$ cat src/rtl/fifo_frame_reader_if.sv
// ============================================================================
//  Module      : fifo_frame_reader_if
//  Description : Bundle between fifo_frame_reader and its FIFO/consumer.
//                master = the frame reader, slave = the FIFO + consumer side.
//  Signals     : fifo_window/fifo_level (FIFO peek), fifo_r_en/fifo_r_count
//                (pop), frame_valid/frame_ready/frame_len/frame_payload
//                (payload handshake), err_pulse, drop_count (status).
//  Revision    : 1.0 - initial release
// ============================================================================
`default_nettype none

interface fifo_frame_reader_if #(
   parameter int OUTCUT      = 8,
   parameter int MAX_PAYLOAD = 5
);
   logic [OUTCUT*8-1:0]      fifo_window;
   logic [5:0]               fifo_level;
   logic                     fifo_r_en;
   logic [5:0]               fifo_r_count;
   logic                     frame_valid;
   logic                     frame_ready;
   logic [5:0]               frame_len;
   logic [MAX_PAYLOAD*8-1:0] frame_payload;
   logic                     err_pulse;
   logic [7:0]               drop_count;

   modport master (
      input  fifo_window, fifo_level, frame_ready,
      output fifo_r_en, fifo_r_count, frame_valid, frame_len,
             frame_payload, err_pulse, drop_count
   );

   modport slave (
      output fifo_window, fifo_level, frame_ready,
      input  fifo_r_en, fifo_r_count, frame_valid, frame_len,
             frame_payload, err_pulse, drop_count
   );
endinterface

`default_nettype wire

$ cat src/rtl/fifo_frame_reader.sv
// ============================================================================
//  Module      : fifo_frame_reader
//  Description : Read-side frame extractor for the multi-output byte FIFO.
//                Hunts for HEADER, validates LEN, waits for the whole frame
//                to be buffered, presents the payload on valid/ready and pops
//                the frame with one multi-byte read.
//  Ports       : clk, resetn (sync, active-low), enable (low = freeze),
//                bus (fifo_frame_reader_if.master): FIFO window/level in,
//                pop strobe/count out, payload handshake, err_pulse,
//                saturating drop_count.
//  Option      : FRAME_CHECKSUM_EN - adds a trailing XOR checksum byte.
//  Revision    : 1.0 - initial release
// ============================================================================
`default_nettype none

module fifo_frame_reader #(
   parameter int         OUTCUT      = 8,
   parameter int         MAX_PAYLOAD = 5,
   parameter logic [7:0] HEADER      = 8'hA5
) (
   input  wire logic             clk,
   input  wire logic             resetn,
   input  wire logic             enable,
   fifo_frame_reader_if.master   bus
);

`ifdef FRAME_CHECKSUM_EN
   localparam logic [6:0] C_OVERHEAD = 7'd3;
`else
   localparam logic [6:0] C_OVERHEAD = 7'd2;
`endif

   typedef enum logic [2:0] {
      S_HUNT    = 3'd0,
      S_LEN     = 3'd1,
      S_WAIT    = 3'd2,
      S_PRESENT = 3'd3,
      S_SETTLE  = 3'd4
   } state_t;

   state_t                   state_q, state_d;
   logic [5:0]               len_q, len_d;
   logic                     frame_valid_q, frame_valid_d;
   logic [5:0]               frame_len_q, frame_len_d;
   logic [MAX_PAYLOAD*8-1:0] payload_q, payload_d;
   logic                     r_en_q, r_en_d;
   logic [5:0]               r_count_q, r_count_d;
   logic                     err_q, err_d;
   logic [7:0]               drop_q, drop_d;

   logic [7:0]               win_b [OUTCUT];
   logic [6:0]               level7;
   logic [6:0]               frame_n;
   logic                     len_bad;
   logic [7:0]               drop_inc;
   logic [MAX_PAYLOAD*8-1:0] payload_next;
   logic                     chk_bad;
   logic                     unused_window;

   // Window bytes beyond the largest frame are never inspected.
   assign unused_window = ^bus.fifo_window;

   always_comb begin
      for (int k = 0; k < OUTCUT; k++) begin
         win_b[k] = bus.fifo_window[k*8 +: 8];
      end
   end

   assign level7   = {1'b0, bus.fifo_level};
   assign frame_n  = {1'b0, len_q} + C_OVERHEAD;
   assign len_bad  = (win_b[1] == 8'd0) || (win_b[1] > 8'(MAX_PAYLOAD));
   assign drop_inc = (drop_q == 8'hFF) ? drop_q : drop_q + 8'd1;

   // Payload bytes sit at window offset 2; bytes past LEN are zero-filled.
   always_comb begin
      payload_next = '0;
      for (int i = 0; i < MAX_PAYLOAD; i++) begin
         if (6'(i) < len_q) begin
            payload_next[i*8 +: 8] = win_b[i+2];
         end
      end
   end

`ifdef FRAME_CHECKSUM_EN
   logic [7:0] chk_calc;
   logic [7:0] chk_rx;

   // The checksum byte position moves with LEN, so select it by search.
   always_comb begin
      chk_calc = 8'd0;
      chk_rx   = 8'd0;
      for (int i = 0; i < MAX_PAYLOAD; i++) begin
         if (6'(i) < len_q) begin
            chk_calc = chk_calc ^ win_b[i+2];
         end
      end
      for (int j = 0; j < OUTCUT; j++) begin
         if (7'(j) == ({1'b0, len_q} + 7'd2)) begin
            chk_rx = win_b[j];
         end
      end
   end

   assign chk_bad = (chk_calc != chk_rx);
`else
   assign chk_bad = 1'b0;
`endif

   always_comb begin
      state_d       = state_q;
      len_d         = len_q;
      frame_valid_d = frame_valid_q;
      frame_len_d   = frame_len_q;
      payload_d     = payload_q;
      r_en_d        = 1'b0;
      r_count_d     = r_count_q;
      err_d         = 1'b0;
      drop_d        = drop_q;

      if (enable) begin
         unique case (state_q)
            S_HUNT: begin
               if (level7 >= 7'd1) begin
                  if (win_b[0] == HEADER) begin
                     state_d = S_LEN;
                  end else begin
                     r_en_d    = 1'b1;
                     r_count_d = 6'd1;
                     drop_d    = drop_inc;
                     state_d   = S_SETTLE;
                  end
               end
            end
            S_LEN: begin
               if (level7 >= 7'd2) begin
                  if (len_bad) begin
                     // Drop only the header so a HEADER byte inside the
                     // bad frame gets its own chance to start a frame.
                     r_en_d    = 1'b1;
                     r_count_d = 6'd1;
                     err_d     = 1'b1;
                     drop_d    = drop_inc;
                     state_d   = S_SETTLE;
                  end else begin
                     len_d   = win_b[1][5:0];
                     state_d = S_WAIT;
                  end
               end
            end
            S_WAIT: begin
               if (level7 >= frame_n) begin
                  if (chk_bad) begin
                     r_en_d    = 1'b1;
                     r_count_d = 6'd1;
                     err_d     = 1'b1;
                     drop_d    = drop_inc;
                     state_d   = S_SETTLE;
                  end else begin
                     frame_valid_d = 1'b1;
                     frame_len_d   = len_q;
                     payload_d     = payload_next;
                     state_d       = S_PRESENT;
                  end
               end
            end
            S_PRESENT: begin
               if (frame_valid_q && bus.frame_ready) begin
                  frame_valid_d = 1'b0;
                  r_en_d        = 1'b1;
                  r_count_d     = frame_n[5:0];
                  state_d       = S_SETTLE;
               end
            end
            S_SETTLE: begin
               // Lets the pop land before the window is looked at again.
               state_d = S_HUNT;
            end
            default: begin
               state_d = S_HUNT;
            end
         endcase
      end
   end

   always_ff @(posedge clk) begin
      if (!resetn) begin
         state_q       <= S_HUNT;
         len_q         <= 6'd0;
         frame_valid_q <= 1'b0;
         frame_len_q   <= 6'd0;
         payload_q     <= '0;
         r_en_q        <= 1'b0;
         r_count_q     <= 6'd0;
         err_q         <= 1'b0;
         drop_q        <= 8'd0;
      end else begin
         state_q       <= state_d;
         len_q         <= len_d;
         frame_valid_q <= frame_valid_d;
         frame_len_q   <= frame_len_d;
         payload_q     <= payload_d;
         r_en_q        <= r_en_d;
         r_count_q     <= r_count_d;
         err_q         <= err_d;
         drop_q        <= drop_d;
      end
   end

   assign bus.fifo_r_en     = r_en_q;
   assign bus.fifo_r_count  = r_count_q;
   assign bus.frame_valid   = frame_valid_q;
   assign bus.frame_len     = frame_len_q;
   assign bus.frame_payload = payload_q;
   assign bus.err_pulse     = err_q;
   assign bus.drop_count    = drop_q;

endmodule

`default_nettype wire

$ cat src/flat_wrapper.sv
// flat-port wrapper written by rule: the top's interface ports become plain ports
module fifo_frame_reader_flat 
#(
   parameter int         OUTCUT      = 8,
   parameter int         MAX_PAYLOAD = 5,
   parameter logic [7:0] HEADER      = 8'hA5
)
  (clk, resetn, enable, bus_fifo_window, bus_fifo_level, bus_frame_ready, bus_fifo_r_en, bus_fifo_r_count, bus_frame_valid, bus_frame_len, bus_frame_payload, bus_err_pulse, bus_drop_count);
  fifo_frame_reader_if #(.OUTCUT(OUTCUT), .MAX_PAYLOAD(MAX_PAYLOAD)) bus_i ();
  input  wire logic clk;
  input  wire logic resetn;
  input  wire logic enable;
  input wire logic [$bits(bus_i.fifo_window)-1:0] bus_fifo_window;
  input wire logic [$bits(bus_i.fifo_level)-1:0] bus_fifo_level;
  input wire logic [$bits(bus_i.frame_ready)-1:0] bus_frame_ready;
  output wire logic [$bits(bus_i.fifo_r_en)-1:0] bus_fifo_r_en;
  output wire logic [$bits(bus_i.fifo_r_count)-1:0] bus_fifo_r_count;
  output wire logic [$bits(bus_i.frame_valid)-1:0] bus_frame_valid;
  output wire logic [$bits(bus_i.frame_len)-1:0] bus_frame_len;
  output wire logic [$bits(bus_i.frame_payload)-1:0] bus_frame_payload;
  output wire logic [$bits(bus_i.err_pulse)-1:0] bus_err_pulse;
  output wire logic [$bits(bus_i.drop_count)-1:0] bus_drop_count;
  assign bus_i.fifo_window = bus_fifo_window;
  assign bus_i.fifo_level = bus_fifo_level;
  assign bus_i.frame_ready = bus_frame_ready;
  assign bus_fifo_r_en = bus_i.fifo_r_en;
  assign bus_fifo_r_count = bus_i.fifo_r_count;
  assign bus_frame_valid = bus_i.frame_valid;
  assign bus_frame_len = bus_i.frame_len;
  assign bus_frame_payload = bus_i.frame_payload;
  assign bus_err_pulse = bus_i.err_pulse;
  assign bus_drop_count = bus_i.drop_count;
  fifo_frame_reader #(.OUTCUT(OUTCUT), .MAX_PAYLOAD(MAX_PAYLOAD), .HEADER(HEADER)) u_core (.clk(clk), .resetn(resetn), .enable(enable), .bus(bus_i));
endmodule
$ cat config.mk
export PLATFORM = sky130hd
export DESIGN_NAME = fifo_frame_reader_flat
export DESIGN_NICKNAME = d
export VERILOG_FILES = /design/src/rtl/fifo_frame_reader_if.sv /design/src/rtl/fifo_frame_reader.sv /design/src/flat_wrapper.sv
export SDC_FILE = /design/constraint.sdc
export NUM_CORES = 1
export LEC_CHECK = 0
export ABC_AREA = 1
export CAP_MARGIN = 20
export CORE_ASPECT_RATIO = 0.9
export CORE_MARGIN = 4
export CORE_UTILIZATION = 48
export DETAILED_ROUTE_END_ITERATION = 6
export PLACE_DENSITY = 0.86
export SLEW_MARGIN = 20
export SYNTH_ARGS = -nofsm -noshare
export SYNTH_HDL_FRONTEND = slang
export SYNTH_SLANG_ARGS = --single-unit
$ cat constraint.sdc
create_clock -name clk -period 6 [get_ports clk]
set_input_delay 1.2 -clock clk [delete_from_list [all_inputs] [get_ports clk]]
set_output_delay 1.2 -clock clk [all_outputs]
set_load 0.05 [all_outputs]
==> results of run 1 <==
placed cells by master (no fill, tap or decap), types with 4 or more instances in the layout:
master           count
ha_1                 8
nor2_2               4
inv_1               70
clkbuf_8             9
nand4_1             40
nor2_1              63
dfxtp_1             72
nand2_1            130
a21oi_1             60
o21ai_0             12
clkdlybuf4s50_1    128
nor3_1               4
nand3_1             27
inv_2                7
logic make-up (layout without fill, tap and decap cells):
| group | count (synthesis) | after routing | share of synthesized area (%) |
|---|---|---|---|
| AOI/OAI and AO/OA | 75 | 75 | 10.5 |
| adders and majority gates | 8 | 8 | 2.74 |
| buffers and inverters | 103 | 224 | 11.5 |
| xor gates and xnor gates | 5 | 5 | 1.20 |
| DFF | 72 | 72 | 39.5 |
| and+or+nand+nor | 281 | 281 | 34.6 |
per-stage QoR:
stage | worst slack, ns | instance area (µm²) | instances | hold WS, ns
floorplan | 3.59 | 3650 | 544 | 0.481
global placement | 1.78 | 4940 | 742 | 0.448
detailed placement | 1.72 | 4940 | 742 | 0.453
CTS | 2.08 | 5110 | 758 | 0.464
global route | 2.34 | 5120 | 758 | 0.486
finish | 2.47 | 5120 | 758 | 0.463
area by class of cell:
type | instances | share of cell area [%]
inverter | 77 | 5.65
multi-input combinational | 369 | 35.1
tap | 93 | 2.27
clock inverter | 7 | 0.904
clock buffer | 9 | 2.42
sequential | 72 | 28.2
timing repair buffer | 131 | 25.5
state kept, by name (all words and copies together), names as in the netlist:
signal	cells
u_core.bus.frame_len	6
u_core.bus.err_pulse	1
u_core.bus.fifo_r_count	6
u_core.len_q	6
u_core.bus.drop_count	8
u_core.bus.frame_payload	40
u_core.bus.frame_valid	1
u_core.bus.fifo_r_en	1
u_core.state_q	3
metal layers:
metal | GRT usage, % | part of all wire [%] | routed length, µm
met5 | 0 | 0 | 0
met4 | 6.94 | 2.1 | 219
met3 | 5.64 | 6.2 | 642
met2 | 38.1 | 50 | 5170
met1 | 26.7 | 42 | 4290
Yosys cell counts (all sizes together), types with 3 or more instances:
master,number
inv,77
o21ai,14
clkbuf,11
nor2,69
nand2,133
nor3,5
nand4,40
buf,15
xor2,3
ha,8
dfxtp,72
nand3,31
a21oi,61
worst paths after layout:
path                           startpoint                           to  slack, ns
setup / recovery        bus_fifo_level[2]  u_core.bus.frame_payload[1]       2.47
hold reg to reg   u_core.bus.frame_len[3]      u_core.bus.frame_len[3]       0.46
setup reg to reg          u_core.len_q[1]  u_core.bus.frame_payload[1]       2.79
hold / removal    u_core.bus.frame_len[3]      u_core.bus.frame_len[3]       0.46
power groups by stage:
stage / sequential [mW] / combinational (mW) / clock, mW
after floorplan: 0.533 / 0.0634 / 0
after detailed placement: 0.505 / 0.166 / 0
after global placement: 0.505 / 0.163 / 0
after CTS: 0.494 / 0.166 / 0.342
after global routing: 0.496 / 0.180 / 0.363
final: 0.494 / 0.167 / 0.333
critical path, delay by kind of cell:
family / cells / cell delay, ns
buf+inv: 2 / 0.83
simple gates: 5 / 0.83
compound gates: 2 / 0.53
fa+ha+maj: 1 / 0.33
==> impl_metrics.tcl, run 1 <==
set metrics [dict create \
    fmax_mhz 283 \
    synthTopCellsByArea "dfxtp_1, nand2_1, a21oi_1, inv_1, nand4_1" \
    yosysSeqAreaShare_pct 39.5 \
    final_max_slew_viol_count 0 \
    final_antenna_net_count 0 \
    gp_congestion 0.905 \
    worstHoldPathType "reg2reg" \
    critical_path_class "in2reg" \
    p_seq_share_pct 49.7 \
    track_usage_pct 22.1 \
    grt_overflow 0 \
    startpoint_type "input port" \
    die-area_mm2 0.00907 \
    seq_area_mm2 0.00144 \
    multi_input_comb_area_mm2 0.00180 \
    synth_cell_type_count 28 \
    clk_latency_ns 0.34 \
    maxCapViolCount 0 \
    cts_setup_buffers 0 \
    worst_ep_required_time_ns 6.23 \
    finalSetupTns_ns 0 \
    grt_max_degree 56 \
    async_flop_share_pct 0 \
    arrival_ns 3.76 \
    detail_route.wl_per_cell_um 13.6 \
    synth_warnings 0 \
    cts_max_level 3 \
    synth_edf_count 0 \
    cts_sinks 72 \
    min_delay_path_depth 2 \
    cp_max_fo 55 \
    die_w_um 99.9 \
    finalClockSkew_ns 0.00917 \
    drtIter0Drc 205 \
    p_int_mw 0.708 \
    clkPwrFrac_pct 33.5 \
    grt_pass1_wl_mm 16.5 \
    start_util_pct 50.6 \
    cts_resized 0 \
    switching_share_pct 28.7 \
    n_fill_cell 634 \
    rr_worst_depth 12 \
    post-route-util_pct 70.9 \
    max_stage_delay_ns 0.58 \
    antenna_found_initial 0 \
    slowest_stage "nand3_4" \
    ys_ff_latch 72 \
    vias_per_cell 5.15 \
    syn_area_mm2 0.00365 \
    syn_inst 544 \
    rows 29 \
    drt_wl_total_mm 10.3 \
    cts_tree "built" \
    pwr-share-comb_pct 16.8 \
    hold_violations 0 \
    powerDensity_mw_per_mm2 194 \
    critPathCaptureType "flop" \
    leakage_nw 2.16 \
    drt_pass1_iterations 5 \
    ir_worst_vdd_uv 162 \
    p_total_mw 0.994 \
    fin_crit_sh_pct 58.8 \
    fin_nets 742 \
    cts_buffer_depth 2 \
    crit_chain "clkdlybuf4s50_1 -> ha_1 -> nand2_1 -> o21ai_1 -> nand2_1 -> nand2_1 -> buf_4 -> nand3_4 -> o21ai_0 -> nor2_1" \
    cts_buffers 9 \
    outcome "complete, no violations" \
    cts_hold_repair.buffers 0 \
    syn2layout_area_growth_pct 40.2 \
    vias 3903 \
    drcViolationCount 0 \
    dp_hpwl_mm 7.50 \
    n_antenna_cell 0 \
    synth_area_per_cell_um2 6.71 \
    relSlewSlack_pct 42.8 \
    rsz0062_at_grt "false" \
    grt_pass1_vias 3578 \
    port_buffers 128 \
    crit_top_cell "nand2_1" \
    io_pins 137 \
    finalSetupViolations 0 \
    min_period_ns 3.53 \
    synth_top_area_share_pct 39.5 \
    core-area_mm2 0.00722 \
    path_clk_slew_ns 0.08 \
    cts-root-buf "clkbuf_8" \
    syn_nets 626 \
    ys.flop_type "dfxtp_1" \
    yosysTopAreaCell "dfxtp_1" \
    worst_pin_slew_ns 0.857 \
    drive_gt1_share_pct 6.47 \
    p_sw_mw 0.286 \
    die_height_um 90.8 \
]
Power figures use the tool's default switching activity.
==> inputs of run 2 (changes only) <==
Settings changed: CORE_UTILIZATION 48 to 45, PLACE_DENSITY 0.86 to 0.81.
Clock period 6 ns to 3.5 ns, I/O delays scaled along.
==> run 2 against run 1 <==
Against the previous run:
- flip-flop and latch count is the same
- power grew 70%
- combinational power grew 73%
- count of clock-buffer cells in the layout grew 2
- hold slack is essentially flat
- clock skew shrank 0.0015 ns
- clock power grew 66%
- sequential share of layout area shrank 0.12 points
- sequential power grew 72%
- critical path type is now reg2reg
- critical endpoint is now u_core.bus.frame_payload[7]
- largest cell class unchanged
==> impl_metrics.tcl, run 2 (synthesized netlist as in run 1, its figures left out) <==
set metrics [dict create \
    grt_pass1_wl_mm 16.7 \
    worstHoldPathType "reg2reg" \
    cts_setup_buffers 0 \
    port_buffers 128 \
    path_clk_slew_ns 0.07 \
    die-area_mm2 0.00962 \
    critPathCaptureType "flop" \
    worst_pin_slew_ns 0.651 \
    io_pins 137 \
    cts_hold_repair.buffers 0 \
    fmax_mhz 385 \
    most-common-layout-cells "nand2_1, clkdlybuf4s50_1, dfxtp_1" \
    n_fill_cell 691 \
    powerDensity_mw_per_mm2 328 \
    cts_max_level 3 \
    grt_max_degree 47 \
    hold_violations 0 \
    cts_tree "built" \
    start_util_pct 47.2 \
    finalSetupViolations 0 \
    maxCapViolCount 0 \
    min_period_ns 2.60 \
    die_w_um 103 \
    leakage_nw 2.18 \
    fin_nets 746 \
    antenna_found_initial 0 \
    drt_pass1_iterations 5 \
    worst_hold_slack_ns 0.463 \
    grt_pass1_vias 3593 \
    cts_sinks 72 \
    final_antenna_net_count 0 \
    cts_buffers 9 \
    startpoint_type "flop" \
    p_total_mw 1.69 \
    drt_wl_total_mm 10.5 \
    track_usage_pct 21.4 \
    dp_hpwl_mm 7.56 \
    gp_congestion 0.932 \
    rows 30 \
    detail_route.wl_per_cell_um 13.7 \
    final_max_slew_viol_count 0 \
    drcViolationCount 0 \
    post_dp_cell_area_mm2 0.00499 \
    syn2layout_area_growth_pct 40.8 \
    cts_resized 0 \
    relSlewSlack_pct 56.6 \
    rsz0062_at_grt "false" \
    cp_max_fo 46 \
    drive_gt1_share_pct 6.59 \
    ir_worst_vdd_uv 232 \
    worst_ep_required_time_ns 3.74 \
    grt_overflow 0 \
    n_antenna_cell 0 \
    arrival_ns 2.84 \
    layout_commonest_cell "nand2_1" \
    largest_reg_flops 40 \
    cts-root-buf "clkbuf_8" \
    clk_latency_ns 0.35 \
    core-area_mm2 0.00773 \
    finalClockSkew_ns 0.00769 \
    critical_path_class "reg2reg" \
    vias_per_cell 5.12 \
    outcome "complete, no violations" \
    die_height_um 93.5 \
    vias 3911 \
    drtIter0Drc 231 \
    fin_crit_sh_pct 74.3 \
    fin_area_mm2 0.00514 \
    cts_buffer_depth 2 \
    finalSetupTns_ns 0 \
]
## run 2: worst paths after layout
check / from / endpoint / slack (ns) / cells after the start
worst min register to register: u_core.bus.frame_payload[33] / u_core.bus.frame_payload[33] / 0.46 / 2
worst max-delay path: u_core.len_q[1] / u_core.bus.frame_payload[7] / 0.90 / 12
worst max register to register: u_core.len_q[1] / u_core.bus.frame_payload[7] / 0.90 / 12
worst min-delay path: u_core.bus.frame_payload[33] / u_core.bus.frame_payload[33] / 0.46 / 2
## run 2: through the flow
step | std cells | setup slack, ns | util, %
after global routing | 764 | 0.641 | 66.5
after floorplan | 544 | 1.39 | -
final | 764 | 0.900 | 66.5
after CTS | 764 | 0.917 | 66.5
after detailed placement | 749 | 0.802 | 64.5
after global placement | 749 | 0.866 | 64.5
## run 2: final cells by class
cell class	instances	area, µm²	share of cell area [%]
repair buffers	135	1350	26.2
clock buffers	11	131	2.55
multi-input cells	369	1790	34.8
flip-flops and latches	72	1440	28.0
well taps	96	120	2.34
clock inverters	4	22.5	0.438
inverters	77	289	5.62
## run 2: critical path: stages, from the launching register on
cell and delay, ns:
dfxtp_1 0.46, ha_1 0.23, nand2_1 0.09, o21ai_0 0.24, nand2_1 0.10, ha_1 0.30
and3_1 0.15, nand2_1 0.06, nand2_1 0.10, nand3_2 0.24, buf_12 0.28, o21ai_0 0.16
nor2_1 0.06
## run 2: per-layer routing
metal	GRT usage, %	vias up	part of all wire, %
met1	27.4	1776	43
met3	5.44	17	6.8
met4	7.34	0	1.9
li1	-	1984	-
met2	34.7	134	49
met5	0	-	0
## run 2: where the power goes
part | switching [mW] | leakage (nW) | total (mW) | internal [mW]
Clock | 0.302 | 0.0789 | 0.552 | 0.250
Sequential | 0.0121 | 0.582 | 0.848 | 0.836
Combinational | 0.164 | 1.52 | 0.289 | 0.125
Total | 0.478 | 2.18 | 1.69 | 1.21
